**src/rtl/rtc_pkg.sv**
```systemverilog
// rtc_pkg: shared constants and types for the real-time clock controller.
//   - rtc_state_e : FSM state encoding (RUN, SET_HR, SET_MIN, SET_SEC).
//   - *_MAX_T     : highest legal tens digit for each field.
//   - HR_MAX_U_AT_MAX_T : highest hours units digit when hours tens is at its maximum.
package rtc_pkg;

  typedef enum logic [1:0] {
    ST_RUN     = 2'd0,
    ST_SET_HR  = 2'd1,
    ST_SET_MIN = 2'd2,
    ST_SET_SEC = 2'd3
  } rtc_state_e;

  localparam logic [3:0] SEC_MAX_T         = 4'd5;
  localparam logic [3:0] MIN_MAX_T         = 4'd5;
  localparam logic [3:0] HR_MAX_T          = 4'd2;
  localparam logic [3:0] HR_MAX_U_AT_MAX_T = 4'd3;
  localparam logic [3:0] BCD_MAX           = 4'd9;

endpackage

```
**src/rtl/rtc_bcd_pair.sv**
```systemverilog
// rtc_bcd_pair: two-digit BCD counter (tens:units) with wrap and carry-out.
// Ports:
//   clk, rset      : clock, synchronous active-low reset.
//   inc_en_i       : increment request from the owner (button / tick).
//   carry_i        : carry arriving from the lower field.
//   tens_o,units_o : registered BCD digits.
//   carry_o        : combinational; high when the pair wraps on this step.
// Units count 0..9, except when tens is at T_MAX, where units stop at U_MAX_AT_T_MAX.
module rtc_bcd_pair
  import rtc_pkg::*;
#(
  parameter logic [3:0] T_MAX          = 4'd5,
  parameter logic [3:0] U_MAX_AT_T_MAX = 4'd9
) (
  input  logic       clk,
  input  logic       rset,
  input  logic       inc_en_i,
  input  logic       carry_i,
  output logic [3:0] tens_o,
  output logic [3:0] units_o,
  output logic       carry_o
);

  logic [3:0] tens_q, tens_d;
  logic [3:0] units_q, units_d;
  logic       step_s;
  logic       at_max_s;
  logic       illegal_s;

  assign step_s    = inc_en_i | carry_i;
  assign at_max_s  = (tens_q == T_MAX) && (units_q == U_MAX_AT_T_MAX);
  // Any value outside the legal range is forced back to 00.
  assign illegal_s = (tens_q > T_MAX) || (units_q > BCD_MAX) ||
                     ((tens_q == T_MAX) && (units_q > U_MAX_AT_T_MAX));

  // Next-value and carry computation for the pair.
  always_comb begin
    tens_d  = tens_q;
    units_d = units_q;
    carry_o = 1'b0;
    if (illegal_s) begin
      tens_d  = 4'd0;
      units_d = 4'd0;
    end else if (step_s) begin
      if (at_max_s) begin
        tens_d  = 4'd0;
        units_d = 4'd0;
        carry_o = 1'b1;
      end else if (units_q == BCD_MAX) begin
        tens_d  = tens_q + 4'd1;
        units_d = 4'd0;
      end else begin
        units_d = units_q + 4'd1;
      end
    end else begin
      tens_d  = tens_q;
      units_d = units_q;
    end
  end

  // Digit registers.
  always_ff @(posedge clk) begin
    if (!rset) begin
      tens_q  <= 4'd0;
      units_q <= 4'd0;
    end else begin
      tens_q  <= tens_d;
      units_q <= units_d;
    end
  end

  assign tens_o  = tens_q;
  assign units_o = units_q;

endmodule

```
**src/rtl/rtc_time_controller.sv**
```systemverilog
// rtc_time_controller: 1 Hz prescaler, HH:MM:SS BCD chain and set-time FSM.
// Ports:
//   clk, rset             : clock, synchronous active-low reset.
//   set_mode              : level, request time-setting mode.
//   btn_next, btn_inc     : one-cycle pulses; select next field / increment field.
//   h10,h1,m10,m1,s10,s1  : registered BCD digits.
//   sec_tick              : registered one-cycle pulse per second (RUN only).
//   state                 : FSM state (0 RUN, 1 SET_HR, 2 SET_MIN, 3 SET_SEC).
module rtc_time_controller
  import rtc_pkg::*;
#(
  parameter int TICK_DIV = 50_000_000,
  parameter int TICK_W   = 26
) (
  input  logic       clk,
  input  logic       rset,
  input  logic       set_mode,
  input  logic       btn_next,
  input  logic       btn_inc,
  output logic [3:0] h10,
  output logic [3:0] h1,
  output logic [3:0] m10,
  output logic [3:0] m1,
  output logic [3:0] s10,
  output logic [3:0] s1,
  output logic       sec_tick,
  output logic [1:0] state
);

  localparam logic [TICK_W-1:0] CNT_LAST = TICK_W'(TICK_DIV - 1);

  rtc_state_e        state_q;
  logic [TICK_W-1:0] cnt_q;
  logic              tick_q;

  logic run_s;
  logic tick_adv_s;
  logic hr_inc_s, min_inc_s, sec_inc_s;
  logic sec_carry_s, min_carry_s, hr_carry_s;

  assign run_s      = (state_q == ST_RUN);
  assign tick_adv_s = run_s && (cnt_q == CNT_LAST);

  // Field increments only while set_mode is still held; dropping it wins.
  assign hr_inc_s  = set_mode && btn_inc && (state_q == ST_SET_HR);
  assign min_inc_s = set_mode && btn_inc && (state_q == ST_SET_MIN);
  assign sec_inc_s = set_mode && btn_inc && (state_q == ST_SET_SEC);

  // FSM, prescaler and tick pulse.
  always_ff @(posedge clk) begin
    if (!rset) begin
      state_q <= ST_RUN;
      cnt_q   <= '0;
      tick_q  <= 1'b0;
    end else begin
      case (state_q)
        ST_RUN: begin
          state_q <= set_mode ? ST_SET_HR : ST_RUN;
        end
        ST_SET_HR: begin
          if (!set_mode)     state_q <= ST_RUN;
          else if (btn_next) state_q <= ST_SET_MIN;
          else               state_q <= ST_SET_HR;
        end
        ST_SET_MIN: begin
          if (!set_mode)     state_q <= ST_RUN;
          else if (btn_next) state_q <= ST_SET_SEC;
          else               state_q <= ST_SET_MIN;
        end
        ST_SET_SEC: begin
          if (!set_mode)     state_q <= ST_RUN;
          else if (btn_next) state_q <= ST_SET_HR;
          else               state_q <= ST_SET_SEC;
        end
        default: state_q <= ST_RUN;
      endcase

      // Prescaler only runs in RUN; held at 0 otherwise so a full second
      // elapses after leaving set mode.
      if (!run_s) begin
        cnt_q  <= '0;
        tick_q <= 1'b0;
      end else if (cnt_q == CNT_LAST) begin
        cnt_q  <= '0;
        tick_q <= 1'b1;
      end else begin
        cnt_q  <= cnt_q + TICK_W'(1);
        tick_q <= 1'b0;
      end
    end
  end

  // Seconds advance on the tick or on a set-mode increment.
  rtc_bcd_pair #(.T_MAX(SEC_MAX_T), .U_MAX_AT_T_MAX(BCD_MAX)) u_sec (
    .clk      (clk),
    .rset     (rset),
    .inc_en_i (tick_adv_s | sec_inc_s),
    .carry_i  (1'b0),
    .tens_o   (s10),
    .units_o  (s1),
    .carry_o  (sec_carry_s)
  );

  // Carries are gated to RUN so a set-mode wrap never spills into another field.
  rtc_bcd_pair #(.T_MAX(MIN_MAX_T), .U_MAX_AT_T_MAX(BCD_MAX)) u_min (
    .clk      (clk),
    .rset     (rset),
    .inc_en_i (min_inc_s),
    .carry_i  (run_s & sec_carry_s),
    .tens_o   (m10),
    .units_o  (m1),
    .carry_o  (min_carry_s)
  );

  rtc_bcd_pair #(.T_MAX(HR_MAX_T), .U_MAX_AT_T_MAX(HR_MAX_U_AT_MAX_T)) u_hr (
    .clk      (clk),
    .rset     (rset),
    .inc_en_i (hr_inc_s),
    .carry_i  (run_s & min_carry_s),
    .tens_o   (h10),
    .units_o  (h1),
    .carry_o  (hr_carry_s)
  );

  assign sec_tick = tick_q;
  assign state    = state_q;

  // The day wrap out of the hours pair has no consumer.
  logic unused_s;
  assign unused_s = hr_carry_s;

endmodule

```
**config.mk**
```make
export PLATFORM = sky130hd
export DESIGN_NAME = rtc_time_controller
export DESIGN_NICKNAME = d
export VERILOG_FILES = /design/src/rtl/rtc_pkg.sv /design/src/rtl/rtc_bcd_pair.sv /design/src/rtl/rtc_time_controller.sv
export SDC_FILE = /design/constraint.sdc
export NUM_CORES = 1
export LEC_CHECK = 0
export BUFFER_PORTS_ARGS = -buffer_cell sky130_fd_sc_hd__buf_2
export CORE_ASPECT_RATIO = 2
export CORE_MARGIN = 2
export CORE_UTILIZATION = 62
export DETAILED_ROUTE_END_ITERATION = 12
export GPL_TIMING_DRIVEN = 0
export PLACE_DENSITY = 0.84
export SLEW_MARGIN = 0
export SYNTH_ARGS = -nofsm -noshare
export SYNTH_HDL_FRONTEND = slang
export SYNTH_SLANG_ARGS = --single-unit
```
**constraint.sdc**
```tcl
create_clock -name clk -period 5.23 [get_ports clk]
set_input_delay 0.523 -clock clk [delete_from_list [all_inputs] [get_ports clk]]
set_output_delay 0.523 -clock clk [all_outputs]
set_load 0.03 [all_outputs]
```
======== Yosys cells after proc, flatten, opt, wreduce, memory -nomap -nowiden ========
Index checks and enable logic that the tools add are counted.
storage, ports and cells
  bits of input ports ..................... 5
  bits in registers ....................... 53
  logic and storage cells ................. 97
cells by class
  reduce and logical (&&, ||, !) cells .... 29
  mux-type cells .......................... 27
  eq/ne operators ......................... 11
  bitwise operators ....................... 7
  magnitude comparators ................... 7
  $add $sub $neg .......................... 7
operators by type and width
  cell                   number
  $mux 4                 12
  $add 26x1->26 const B  1
  $eq 26x26->1 const B   1
  $add 4x1->4 const B    6
  $eq 4x4->1 const B     3
  $gt 4x4->1 const B     3
  $logic_and 1x1->1      11
  $mux 2                 5
  $mux 1                 9
  $eq 4x2->1 const B     2
  $eq 4x3->1 const B     2
  $gt 4x2->1 const B     2
  $gt 4x3->1 const B     2
  $pmux 2 s4             1
  $reduce_and 2->1       4
  $logic_or 1x1->1       6
  $reduce_bool 2->1      3
  $reduce_or 2->1        3
  $eq 2x2->1 const B     2
  $or 1x1->1             3
  $reduce_or 3->1        1
  $and 1x1->1            2
  $eq 2x1->1 const B     1
  $logic_not 2->1        1
  $not 1->1              2

======== Logic depth before layout (Yosys ltp) ========
Gate-level depths: netlist of the first run.
  word-level depth ........................ 12
  depth in mapped cells ................... 8
  depth with buffers taken out ............ 7

======== Cells and area by module ========
Synthesis of the first run repeated with hierarchy kept, for this count alone.
second synthesis, totals
  cells, all modules ...................... 307
  area, all modules ....................... 2720.1 µm²
by module, submodules not included
  module                     area an instance (µm²)  cells an instance  times used
  rtc_time_controller        1373.8                  162                1
  rtc_bcd_pair at u_min ...  442.9                   48                 2
  rtc_bcd_pair at u_hr       460.4                   49                 1

======== Least setup slack after synthesis of the first run ========
OpenSTA, ideal clock, no wires.
  path type ............................... reg-to-reg
  start point ............................. reg u_min.units_q[3], in the netlist u_min.units_o[3]
  end point ............................... reg u_hr.tens_q[2], in the netlist u_hr.tens_o[2]
  setup time .............................. 81 ps
  path slack .............................. 3105 ps
  path buffers ............................ 0
  data arrival time ....................... 2045 ps
  stages on the path, launching flop included .. 6
  cell sequence ........................... dfxtp_1 > nor4bb_1 > and4_1 > nand4_1 > a2111o_1 > nor3b_1
on the way
  cells in the longest elaborated chain, start to end .. 8
  elaborated cells between the ends (all ways) .. 12
RTL lines
  item                            line                        RTL
  start, declared                 rtc_bcd_pair.sv:25          logic [3:0] units_q, units_d;
  start signal, assigned          rtc_bcd_pair.sv:68          units_q <= units_d;
  $eq 4x4->1                      rtc_bcd_pair.sv:31          assign at_max_s = (tens_q == T_MAX) && (units_q == U_MAX_AT_T_MAX);
  $logic_and 1x1->1               rtc_bcd_pair.sv:31
  $mux 1                          rtc_bcd_pair.sv:45          if (at_max_s) begin
  $mux 1                          rtc_bcd_pair.sv:44          end else if (step_s) begin
  $mux 1 (*)                      rtc_bcd_pair.sv:41          if (illegal_s) begin
  $and 1x1->1 (*)                 rtc_time_controller.sv:119  .carry_i (run_s & min_carry_s),
  $or 1x1->1 (*)                  rtc_bcd_pair.sv:30          assign step_s = inc_en_i | carry_i;
  $reduce_and 2->1 (no line) (*)  n/a
  end signal, assigned            rtc_bcd_pair.sv:67          tens_q <= tens_d;
  end, declared                   rtc_bcd_pair.sv:24          logic [3:0] tens_q, tens_d;
Every way passes the cells marked *; elsewhere a longest branch is shown, timed or not.
A chain may end at the register's enable or synchronous reset.

======== Worst setup path in the final report of the first run ========
  start point ............................. reg u_min.units_q[3], in the netlist u_min.units_o[3]
  end point ............................... reg u_hr.tens_q[1], in the netlist u_hr.tens_o[1]
Same word-level chain as after synthesis.

==> flow_results.org, run 1 <==
** Outcome
- Status :: completed

** Routing
- The first detailed-routing pass took 5 iterations.
- Detailed routing inserted a total of 2,584 vias.
- After detailed routing, the average wire length per cell comes to 14.7 um.
- Mean number of vias per cell :: 6.05
- DRT Wirelength :: 6290 um
- For this run, design rule violations remaining after detail routing come to 0.
- The first routing iteration left 58 violations.
- Once detail routing completed, the nets flagged for antenna violations numbered 0.

** Critical path
- Sort of element at the start of the critical path :: register
- At the worst endpoint, the arrival time is 2570 ps.
- Of all nets on the critical path, the largest fanout is 7.
- Critical path data required time :: 5410 ps
- The critical path is of the reg -> reg type.
- R2r worst-path depth :: 5
- Critical path endpoint category :: register

** Floorplanning
- Measured along the y axis, the die boundary spans 99.3 um.
- The floorplan step defined a die boundary enclosing 0.00513 mm2.
- Number of placement rows :: 34
- During I/O placement, the number of pins put on the boundary was 32.
- Floorplan die width :: 51.7 um
- Starting utilization of the core area :: 64.9%
- Core Area :: 0.00434 mm2

** STA
- Max frequency :: 0.418 GHz
- For the pin with the worst max-slew slack, the measured transition is 661 ps.
- Unrepaired setup endpoints after global routing :: no
- On the final layout, the worst clock skew is 5.57 ps.
- Hold Worst Slack :: 440 ps
- Period utilisation layout :: 45.8%
- The worst pin sits at a relative slew slack of 55.3%.
- Shortest period the worst path allows :: 2390 ps
- # setup viols final :: 0
- The count of final hold-check violations is 0.
- Summed over all failing endpoints, the final setup total negative slack is 0 ps.
- Final number of max-transition violations :: 0

** Synth
- When the netlist entered floorplanning its net count stood at 348.
- Part of the Yosys area used for sequential elements :: 37.7%
- The biggest area contributor in the post-synthesis netlist is sky130_fd_sc_hd__dfxtp_1.
- In the synthesized netlist the async set-or-reset flop fraction comes to 0%.
- By count the netlist is led by sky130_fd_sc_hd__dfxtp_1 (53), sky130_fd_sc_hd__nor2_1 (40), sky130_fd_sc_hd__nand2_1 (27).
- Mean instance size in the synthesized netlist :: 8.44 um2
- Cell variety after synth :: 55
- Most frequently used cell type in the post-synthesis netlist :: sky130_fd_sc_hd__dfxtp_1
- The synthesized design contains 53 register bits.
- The cell area that synthesis handed to floorplanning was 0.00282 mm2.
- Yosys top cell area share :: 37.7%
- YS warnings :: 0
- Among all flip-flop cells after synthesis, the most frequent one is sky130_fd_sc_hd__dfxtp_1.
- Synthesis produced 334 cells.
- Sorting the synthesized cells by area gives the leading types as sky130_fd_sc_hd__dfxtp_1 (38%), sky130_fd_sc_hd__nor2_1 (5.3%), sky130_fd_sc_hd__nand3_1 (4.3%).
- Number of enable-type register cells in the synthesized netlist :: 0

** Global routing
- Via count of the first global-routing pass :: 2,568
- For this run the aggregate overflow at the end of global routing stands at 0.
- The initial antenna violation count is 0.
- Entering global routing, the biggest net connects 16 pins.
- For this run, the total global-route usage over all layers was measured as 26.8%.
- The first global-routing pass estimated 10,800 um of wire.

** Layout
- In the final layout, the share of cells above drive strength 1 is 13.7%.
- Counting the fill cells in the layout gives 397.
- At the end of the flow, the number of nets in the layout was 386.
- The number of antenna diodes in the final layout is 0.
- Non-filler instance count after layout :: 427
- Area grow syn2layout :: 10.9%

** Place
- Detailed placement HPWL :: 4780 um
- The congestion estimate from routability-driven global placement came to 0.874.
- Total instance count after detailed placement :: 419
- Number of buffer cells added on primary ports :: 31

** Clock tree
- Post-CTS setup-driven buffer insertion count :: 0
- The H-tree generated during clock tree synthesis spans 2 levels.
- Root buffer selected by CTS :: sky130_fd_sc_hd__clkbuf_8
- For the worst-skew pair, the clock arrives at the later sink with an insertion delay of 310 ps.
- CTS saw 53 sinks.
- The number of hold buffers added after CTS was 0.
- Post-CTS repair changed the size of 0 cells.
- After clock tree synthesis, the clock-pin slew on the worst setup and hold paths is 90 ps.
- Num CTS Buffers :: 5
- TritonCTS built the clock tree.
- Max Buffers Root-to-Sink :: 2

** Pwr
- Static leakage :: 1.18 nW
- Pwr Total :: 663 uW
- Total power density per cell area :: 212 mW/mm2
- Max rail drop VDD :: 174 uV

** Hold path
- The min-delay analysis places its worst path in the category reg -> reg.
- Number of cells traversed by the worst hold path :: 1

** Job
- # Max-Cap Violations :: 0
==> through the flow <==
step                      area (um2)  utilization [%]  worst slack (ps)
after detailed placement        3040             70.1              2860
after floorplan                 2820                -              3100
final                           3120             72.0              2840
after global placement          3040             70.1              2900
after global routing            3120             72.0              2630
after CTS                       3120             72.0              2860
==> per-layer routing <==
layer | share of wire [%] | track usage [%] | vias up | wire length [um]
met5 | 0 | 0 | - | 0
met4 | 2.4 | 13.6 | 0 | 153
met3 | 2.8 | 3.90 | 16 | 174
met2 | 57 | 50.2 | 53 | 3590
met1 | 38 | 27.2 | 1243 | 2370
li1 | - | - | 1272 | -
==> final cells by class <==
type | count | area, um2 | area share, %
Multi-Input combinational cell | 256 | 1660 | 53.0
Sequential cell | 53 | 1060 | 34.0
Timing Repair Buffer | 31 | 155 | 4.97
Clock buffer | 7 | 76.3 | 2.44
Tap cell | 54 | 67.6 | 2.16
Inverter | 16 | 60.1 | 1.92
Buffer | 9 | 41.3 | 1.32
Clock inverter | 1 | 7.51 | 0.240
==> registers in the layout (all words and copies together) (netlist names) <==
| name | flops |
|---|---|
| cnt_q | 26 |
| sec_tick | 1 |
| state | 2 |
| u_hr.tens_o | 4 |
| u_hr.units_o | 4 |
| u_min.tens_o | 4 |
| u_min.units_o | 4 |
| u_sec.tens_o | 4 |
| u_sec.units_o | 4 |
==> kinds of logic after synthesis <==
kind of cell | after synthesis | share of synthesized area (%)
simple gates | 170 | 33.7
flops | 53 | 37.7
compound gates | 46 | 11.1
buf+inv | 25 | 3.60
xor+xnor | 21 | 6.53
fa+ha+maj | 9 | 4.00
mux | 9 | 3.37
other cells | 1 | 0.133
==> critical path: stages (launching register included) <==
cell and delay [ps]:
sky130_fd_sc_hd__dfxtp_1 440, sky130_fd_sc_hd__nor4bb_1 640, sky130_fd_sc_hd__and4_1 330, sky130_fd_sc_hd__nand4_1 190, sky130_fd_sc_hd__a221oi_1 530, sky130_fd_sc_hd__o22ai_1 150
==> final timing paths <==
| path | from | end | slack (ps) |
|---|---|---|---|
| hold / removal | u_hr.tens_o[2] | u_hr.tens_o[2] | 440 |
| setup reg to reg | u_min.units_o[3] | u_hr.tens_o[1] | 2840 |
| setup / recovery | u_min.units_o[3] | u_hr.tens_o[1] | 2840 |
| hold reg to reg | u_hr.tens_o[2] | u_hr.tens_o[2] | 440 |
==> power breakdown <==
group	leakage (nW)	switching, mW	internal, mW
clock	0.0385	0.130	0.0950
combinational	0.718	0.0202	0.00856
sequential	0.428	0.00299	0.406
total	1.18	0.153	0.510
==> placed cells by master, fill, tap and decap left out, types with 2 or more instances in the layout <==
| cell | synthesis | final |
|---|---|---|
| sky130_fd_sc_hd__or4_1 | 2 | 2 |
| sky130_fd_sc_hd__clkbuf_8 | 0 | 5 |
| sky130_fd_sc_hd__a211oi_1 | 2 | 2 |
| sky130_fd_sc_hd__o211ai_1 | 4 | 4 |
| sky130_fd_sc_hd__ha_1 | 9 | 9 |
| sky130_fd_sc_hd__nand4_1 | 9 | 9 |
| sky130_fd_sc_hd__nor4bb_1 | 3 | 3 |
| sky130_fd_sc_hd__nand2b_1 | 3 | 3 |
| sky130_fd_sc_hd__nor4b_1 | 2 | 2 |
| sky130_fd_sc_hd__nor2b_1 | 3 | 3 |
| sky130_fd_sc_hd__clkbuf_1 | 8 | 10 |
| sky130_fd_sc_hd__o211a_1 | 2 | 2 |
| sky130_fd_sc_hd__mux2i_1 | 8 | 8 |
| sky130_fd_sc_hd__or3_1 | 6 | 6 |
| sky130_fd_sc_hd__xor2_1 | 9 | 9 |
| sky130_fd_sc_hd__buf_2 | 0 | 31 |
| sky130_fd_sc_hd__dfxtp_1 | 53 | 53 |
| sky130_fd_sc_hd__nand2_1 | 27 | 27 |
| sky130_fd_sc_hd__xnor2_1 | 12 | 12 |
| sky130_fd_sc_hd__o21ai_0 | 12 | 12 |
| sky130_fd_sc_hd__inv_1 | 16 | 16 |
| sky130_fd_sc_hd__nor2_1 | 40 | 40 |
| sky130_fd_sc_hd__a21oi_1 | 10 | 10 |
| sky130_fd_sc_hd__and3_1 | 6 | 6 |
| sky130_fd_sc_hd__o22ai_1 | 2 | 2 |
| sky130_fd_sc_hd__and2_1 | 4 | 4 |
| sky130_fd_sc_hd__and4_1 | 5 | 5 |
| sky130_fd_sc_hd__o21ai_2 | 2 | 2 |
| sky130_fd_sc_hd__a21o_1 | 2 | 2 |
| sky130_fd_sc_hd__nor3_1 | 12 | 12 |
| sky130_fd_sc_hd__o2111ai_1 | 2 | 2 |
| sky130_fd_sc_hd__nor4_1 | 5 | 5 |
| sky130_fd_sc_hd__nand3_1 | 24 | 24 |
| sky130_fd_sc_hd__nor3b_1 | 4 | 4 |
| sky130_fd_sc_hd__nand3b_1 | 4 | 4 |
(Power assumes the default switching activity.)
==> inputs of run 2 (changes only) <==
- CORE_UTILIZATION: 62 -> 52
- PLACE_DENSITY: 0.84 -> 0.75
- clock period: 5.23 -> 2 ns (I/O delays scaled with it)
==> run 2 against run 1 <==
  * Die area increased by 18%
  * Largest cell class unchanged
  * The run now ends with negative setup slack left
  * Sequential share of layout area decreased by 2.3 points
  * Cell area increased by 9.3%
  * Clock skew increased by 1.7 ps
  * Via count increased by 2.2%
  * Utilization decreased by 7.9 points
  * Sequential cell count unchanged
  * Count of clock-buffer cells in the layout decreased by 1
  * Fmax increased by 16%
  * Sequential power increased to 2.6 times the previous value
  * Routed wire length increased by 6.2%
==> flow_results.org, run 2 (synthesized netlist as in run 1, its figures left out) <==
** Outcome
- The flow ran to the end, but the final reports show violations.
- The final reports fail on negative setup slack.

** Floorplanning
- Floorplan die width :: 56.1 um (+8.5%)
- The y dimension of the die came to 108 um (+8.8%).
- Number of placement rows :: 38 (+12%)
- The placeable core area was 0.00533 mm2 (+23%).
- I/O Pins :: 32 (unchanged)
- The die outline area is 0.00606 mm2 (+18%).
- The effective utilization at floorplan came to 52.9% (-12 points).

** Global routing
- The initial antenna violation count is 0 (unchanged).
- The number of global-route vias before repair is 2,502 (-2.6%).
- Maximum number of pins on one net before global-route repair :: 17 (+1)
- Total routing resource utilization after global routing :: 22.6% (-4.2 points)
- The global-route wire length before repair is 11,200 um (+4.0%).
- GR Overflow Total :: 0 (unchanged)

** Clock tree
- CTS Sinks :: 53 (unchanged)
- The maximum buffer depth of the clock tree is 2 (unchanged).
- Root buffer selected by CTS :: sky130_fd_sc_hd__clkbuf_8
- Clock tree from TritonCTS :: yes
- The number of buffers created by CTS was 5 (unchanged).
- Clock slew at the register clock pins of the worst setup and hold paths :: 90 ps (about the same)
- Hold_buf cts :: 0 (unchanged)
- The insertion delay of the later-clocked pin in the worst-skew pair is 300 ps (about the same).
- The level count of the clock H-tree came to 2 (unchanged).

** Pwr
- The share of total power in combinational logic is 4.5% (+0.2 points).
- The switching part of the total is 23.7% (+0.59 points).
- The sequential power share was 61.4% (-0.4 points).
- The design internal power came to 1.33 mW (+160%).
- The switching power of the nets was 413 uW (+170%).
- The post-layout total power is 1.74 mW (+160%).
- Static leakage :: 1.32 nW (+12%)
- The power density over cell area was 511 mW/mm2 (+140%).
- Part of the power in the clock network :: 34.0% (about the same)
- Max rail drop VDD :: 614 uV (+250%)

** Layout
- The area of the multi-input gates is 0.00185 mm2 (+12%).
- Most frequent cells in the layout :: sky130_fd_sc_hd__dfxtp_1 (41), sky130_fd_sc_hd__nor2_1 (40), sky130_fd_sc_hd__buf_2 (31), sky130_fd_sc_hd__nand2_1 (26), sky130_fd_sc_hd__nand3_1 (22)
- Register with the highest flop count :: cnt_q
- The final standard cell area without fillers is 0.00342 mm2 (+9.3%).
- The diode insertion count for antenna repair came to 0 (unchanged).
- The area of all sequential standard cells was 0.00108 mm2 (+1.9%).
- The filler-free cell count of the finished design was 440 (+3.0%).
- Share of layout cells above drive strength 1 :: 27.9% (+14 points)
- Most common cell after layout, fill and taps aside :: sky130_fd_sc_hd__dfxtp_1
- The number of fillers in the final layout came to 453 (+14%).
- Final core utilization :: 64.1% (-7.9 points)
- Area grow syn2layout :: 21.2%
- The number of flip-flops in the largest register was 26 (unchanged).
- Layout Nets :: 393 (+1.8%)

** Critical path
- The worst setup path is captured at a register.
- The largest incremental delay on the critical path came to 550 ps (-90 ps).
- The data arrival time of the critical path was 2240 ps (-330 ps).
- On the critical path, the stage with the largest delay is an instance of sky130_fd_sc_hd__or4_4.
- Critical path data required time :: 2180 ps (-3230 ps)
- The worst register-to-register path begins at cnt_q[18].
- Path type of the worst setup path :: reg -> reg
- Chain of cells forming the critical path :: or4_4 -> nor3_4 -> nand4_1 -> buf_4 -> a221oi_4 -> o22ai_1
- Slack of the worst reg-to-reg path :: -60 ps (-2890 ps)
- In this run the critical register-to-register path is captured at u_hr.tens_o[1].
- R2r worst-path depth :: 6 (+1)
- Sort of element at the start of the critical path :: register
- The largest fanout of any net on the critical path was 3 (-4).

** Hold path
- The worst hold path cell count is 3 (+2).
- In this run the worst hold path is classified as in -> reg.
- The startpoint identified for the worst hold timing path is set_mode.
- The worst hold path terminates at state[1].

** STA
- The final-report setup violation count is 8 (+8).
- Period utilisation layout :: 103% (+57 points)
- Setup repair after global routing could not meet its margin everywhere.
- Max frequency :: 0.486 GHz (+16%)
- The count of final hold-check violations is 0 (unchanged).
- The headroom to the max-slew limit is 60.5% (+5.2 points).
- The minimum period implied by the final worst setup slack came to 2060 ps (-338 ps).
- Final number of max-transition violations :: 0 (unchanged)
- Worst slew pin tran :: 586 ps (-75.6 ps)
- The maximum clock skew at final layout was 7.29 ps (+1.72 ps).
- Crit path setup slack, layout :: -55.6 ps (-2890 ps)

** Routing
- Top Metal Used :: met4
- The detailed route wirelength on metal2 is 3390 um (-5.6%).
- The DRC marker count from the first detailed-route iteration was 104 (+79%).
- Total via count in the routed design :: 2,640 (+2.2%)
- Antenna-violating nets left :: 0 (unchanged)
- DRC Markers :: 0 (unchanged)
- DRT Wirelength :: 6680 um (+6.2%)
- The final routed wire length divided by cell count was 15.2 um (+3.1%).
- Met3 routed WL :: 277 um (+59%)
- The ratio of routed vias to standard cells came to 6.00 (-0.85%).
- Detailed-routing wirelength on met1 :: 2900 um (+22%)
- The first-pass iteration count of the detailed router is 4 (-1).

** Place
- The post-placement cell area was 0.00306 mm2 (+0.58%).
- The post-placement setup slack came to -323 ps (-3180 ps).
- The placed wire-length estimate came to 4650 um (-2.8%).
- The number of buffer cells added on primary ports is 31 (unchanged).
- The number of instances in the placed design was 425 (+1.4%).
- Final estimated routing congestion in global placement :: 0.849 (-2.9%)

** Job
- # Max-Cap Violations :: 0 (unchanged)
-- run 2: metrics by stage --
stage | hold slack (ps) | setup TNS [ps]
floorplan | 324 | -52.3
global placement | 425 | -6700
detailed placement | 443 | -8510
CTS | 155 | -293
global route | 176 | -1100
finish | 160 | -184
-- run 2: worst max-delay path by stage --
stage,startpoint,endpoint,slack [ps]
finish,cnt_q[18],u_hr.tens_o[1],-60
global route,cnt_q[14],u_hr.tens_o[1],-140
CTS,cnt_q[18],u_min.units_o[1],-80
detailed placement,cnt_q[18],u_sec.tens_o[0],-320
global placement,cnt_q[18],u_sec.tens_o[1],-300
floorplan,cnt_q[7],u_min.units_o[1],-40
-- run 2: power groups by stage --
stage | Combinational, mW | Clock (mW) | Sequential (mW)
6_report | 0.0793 | 0.594 | 1.07
5_1_grt | 0.0874 | 0.645 | 1.07
4_1_cts | 0.0764 | 0.623 | 1.07
3_5_place_dp | 0.0756 | 0 | 1.10
3_3_place_gp | 0.0728 | 0 | 1.09
2_1_floorplan | 0.0449 | 0 | 1.10
-- run 2: repair_timing --
action | CTS | global route
setup buffers | 5 | 7
pin swaps | 12 | 12
endpoints found under the hold margin | 0 | 0
setup endpoints to repair | 42 | 45
resized for setup | 25 | 29
-- run 2: critical path: cells and delay by family (launching register included) --
kind | cells | cell delay [ps]
AO/OA/AOI/OAI | 2 | 460
buffers and inverters | 1 | 200
flip-flops | 1 | 360
AND/OR/NAND/NOR | 3 | 910
-- run 2: metal layers --
layer | GRT usage, % | vias to the layer above
met4 | 7.48 | 0
met5 | 0 | -
li1 | - | 1292
met1 | 27.4 | 1247
met3 | 3.59 | 14
met2 | 40.3 | 87
-- run 2: area by class of cell --
type / count / area share [%]
buffer: 4 / 0.513
clock buffer: 6 / 2.12
clock inverter: 2 / 0.440
inverter: 16 / 1.76
multi-input combinational: 256 / 54.1
sequential: 53 / 31.6
tap: 60 / 2.20
timing repair buffer: 43 / 7.18
==> inputs of run 3 (changes only) <==
- SKIP_LAST_GASP: unset -> 1
- TNS_END_PERCENT: unset -> 30
==> run 3 against run 2 <==
  * The run still ends with negative setup slack left
  * Power fell by 0.18%
  * Sequential cell count unchanged
  * Non-clock buffer count fell by 7
  * Clock power about the same
  * Utilization shrank 2.7 points
  * Count of clock-buffer cells in the layout unchanged
  * Combinational power decreased by 2%
  * Global-route usage fell by 0.84 points
  * Sequential power barely moved
  * Via count shrank 2.2%
  * Largest cell class unchanged
  * Highest routed layer unchanged
==> flow_results.org, run 3 (synthesized netlist as in run 1, its figures left out) <==
** Outcome
- The run finished, with violations left.
- Failing checks :: negative setup slack

** Routing
- The sum of routed wire length over all layers was 6440 um (-3.7%).
- The post-detailed-route count of antenna-violating nets came to 0 (unchanged).
- The DRC violation count after routing came to 0 (unchanged).
- The final routed wire length divided by cell count is 14.9 um (-2.1%).
- Detailed router's first-iteration violation count :: 110 (+5.8%)
- Mean number of vias per cell :: 5.97 (-0.58%)
- The first-pass iteration count of the detailed router was 4 (unchanged).
- The via count of the routed design is 2,583 (-2.2%).

** STA
- Hold Worst Slack :: 162 ps (+1.39 ps)
- The minimum period implied by the final worst setup slack was 2120 ps (+68.9 ps).
- The share of the clock period used by the worst path after layout is 106% (+3.4 points).
- # setup viols final :: 9 (+1)
- Max frequency :: 0.471 GHz (-3.2%)
- The count of final hold-check violations is 0 (unchanged).
- The maximum clock skew at final layout is 6.98 ps (-0.319 ps).
- The aggregate negative setup slack is -404 ps (-220 ps).
- Headroom to the max-slew limit :: 60.2% (-0.34 points)
- Final number of max-transition violations :: 0 (unchanged)
- Crit path setup slack, layout :: -125 ps (-68.9 ps)
- Worst slew pin tran :: 591 ps (+5.07 ps)
- Unrepaired setup endpoints after global routing :: yes

** Global routing
- Total routing resource utilization after global routing :: 21.8% (-0.84 points)
- The pin count of the biggest net entering global routing is 17 (unchanged).
- Antenna violations before repair :: 0 (unchanged)
- The global-route wire length before repair came to 10,900 um (-3.4%).
- GR Overflow Total :: 0 (unchanged)
- The number of global-route vias before repair came to 2,452 (-2.0%).

** Layout
- The filler-free cell count of the finished design came to 433 (-1.6%).
- The library cell used most frequently in the layout, excluding fill and tap cells, is sky130_fd_sc_hd__dfxtp_1.
- The diode insertion count for antenna repair came to 0 (unchanged).
- Layout Nets :: 386 (-1.8%)
- Final core utilization :: 61.4% (-2.7 points)
- The fraction of layout instances using a drive strength above 1 is 22.5% (-5.4 points).
- Cell area after layout :: 0.00327 mm2 (-4.2%)
- Number of flip-flops in the largest register :: 26 (unchanged)
- Multi-input gate area :: 0.00176 mm2 (-4.8%)
- The register with the most flip-flops in the final layout is cnt_q.
- The top cell types in the final layout, fill and taps aside, are sky130_fd_sc_hd__dfxtp_1 (45), sky130_fd_sc_hd__nor2_1 (40), sky130_fd_sc_hd__buf_2 (31), sky130_fd_sc_hd__nand2_1 (26), sky130_fd_sc_hd__nand3_1 (23).
- The area of all sequential standard cells came to 0.00108 mm2 (-0.23%).
- The area growth from synthesis to layout is 16.1%.
- The number of fillers in the final layout came to 475 (+4.9%).

** Clock tree
- Clock slew at the register clock pins of the worst setup and hold paths :: 90 ps (about the same)
- The maximum buffer depth of the clock tree was 2 (unchanged).
- Clock tree from TritonCTS :: yes
- Clock tree synthesis selected as its root buffer the cell sky130_fd_sc_hd__clkbuf_8.
- Number of H-tree branching levels :: 2 (unchanged)
- The number of buffers created by CTS was 5 (unchanged).
- CTS Sinks :: 53 (unchanged)
- The insertion delay of the later-clocked pin in the worst-skew pair came to 310 ps (about the same).

** Place
- The number of buffer cells added on primary ports is 31 (unchanged).
- Detailed placement HPWL :: 4650 um (unchanged)
- Cell area after placement :: 0.00306 mm2 (unchanged)
- The post-placement setup slack was -323 ps (unchanged).
- Final estimated routing congestion in global placement :: 0.849 (unchanged)
- Total instance count after detailed placement :: 425 (unchanged)

** Critical path
- Critical path fanouts, max :: 5 (+2)
- Arrival @ worst endpoint :: 2330 ps (+90 ps)
- The register-to-register setup slack is -120 ps (-70 ps).
- The startpoint identified for the worst register-to-register timing path is cnt_q[18].
- The worst-case reg-to-reg path depth is 5 (-1).
- Crit path max-delay family :: simple AND/OR/NAND/NOR gates
- Walking the worst path, the cells encountered are or4_4 -> or3_4 -> nor4_4 -> o21ai_2 -> mux2_4.
- Critical path data required time :: 2200 ps (+20 ps)
- Sort of element at the start of the critical path :: register
- The worst register-to-register path ends at u_min.units_o[1].
- Total buffers and inverters traversed by the critical path :: 0 (-1)
- By startpoint and endpoint, the worst setup path is classified as reg -> reg.
- The largest incremental delay on the critical path is 550 ps (about the same).
- STA classifies the critical path endpoint as a register.
- For this design, the slowest cell found on the critical path is sky130_fd_sc_hd__or4_4.
- Logic depth of the worst setup path including buffers :: 5 (-1)

** Hold path
- Hold path startpoint :: set_mode
- For hold timing, the worst endpoint is state[1].
- The worst hold path cell count is 3 (unchanged).
- Hold/Removal Path Class :: in -> reg

** Floorplanning
- Area of the die :: 0.00606 mm2 (unchanged)
- Starting utilization of the core area :: 52.9% (unchanged)
- Core Area :: 0.00533 mm2 (unchanged)
- The y dimension of the die was 108 um (unchanged).
- I/O Pins :: 32 (unchanged)
- Floorplan die width :: 56.1 um (unchanged)
- Number of placement rows :: 38 (unchanged)

** Pwr
- The worst ir drop on vdd came to 608 uV (-1.0%).
- The leakage component of the power came to 1.23 nW (-7.2%).
- Pwr Total :: 1.74 mW (-0.18%)
- The power density over cell area came to 533 mW/mm2 (+4.3%).

** Job
- The max-cap violation count came to 0 (unchanged).
## run 3: cell type report
type | count | area share [%]
multi-input combinational | 256 | 53.8
clock inverter | 2 | 0.459
sequential | 53 | 33.0
inverter | 16 | 1.84
timing repair buffer | 35 | 5.66
tap | 60 | 2.30
buffer | 5 | 0.727
clock buffer | 6 | 2.22
## run 3: worst max-delay path by stage
stage,slack (ps),to,startpoint
4_1_cts,-160,u_min.units_o[1],cnt_q[7]
3_5_place_dp,-320,u_sec.tens_o[0],cnt_q[18]
3_3_place_gp,-300,u_sec.tens_o[1],cnt_q[18]
5_1_grt,-190,u_hr.tens_o[0],cnt_q[18]
6_report,-120,u_min.units_o[1],cnt_q[18]
2_1_floorplan,-40,u_min.units_o[1],cnt_q[7]
## run 3: power breakdown
group	internal, mW	switching (mW)
Clock	0.247	0.348
Combinational	0.0243	0.0536
Sequential	1.06	0.0104
Total	1.33	0.412
## run 3: repair_timing
action	in CTS	in global routing
setup endpoints to repair	42	46
pin swaps	1	12
hold buffers	0	0
setup buffers	0	4
gates resized for setup	11	23
## run 3: worst register-to-register path: stages, from the launching register on
cell	delay (ps)
sky130_fd_sc_hd__dfxtp_4	370
sky130_fd_sc_hd__or4_4	560
sky130_fd_sc_hd__or3_4	370
sky130_fd_sc_hd__nor4_4	280
sky130_fd_sc_hd__o21ai_2	130
sky130_fd_sc_hd__mux2_4	310
## run 3: per-layer routing
| metal | vias to the layer above | share of wire [%] | GRT usage [%] |
|---|---|---|---|
| met2 | 74 | 51 | 37.6 |
| met3 | 8 | 4.2 | 3.83 |
| met5 | - | 0 | 0 |
| met4 | 0 | 1.3 | 7.82 |
| li1 | 1278 | - | - |
| met1 | 1223 | 43 | 26.9 |
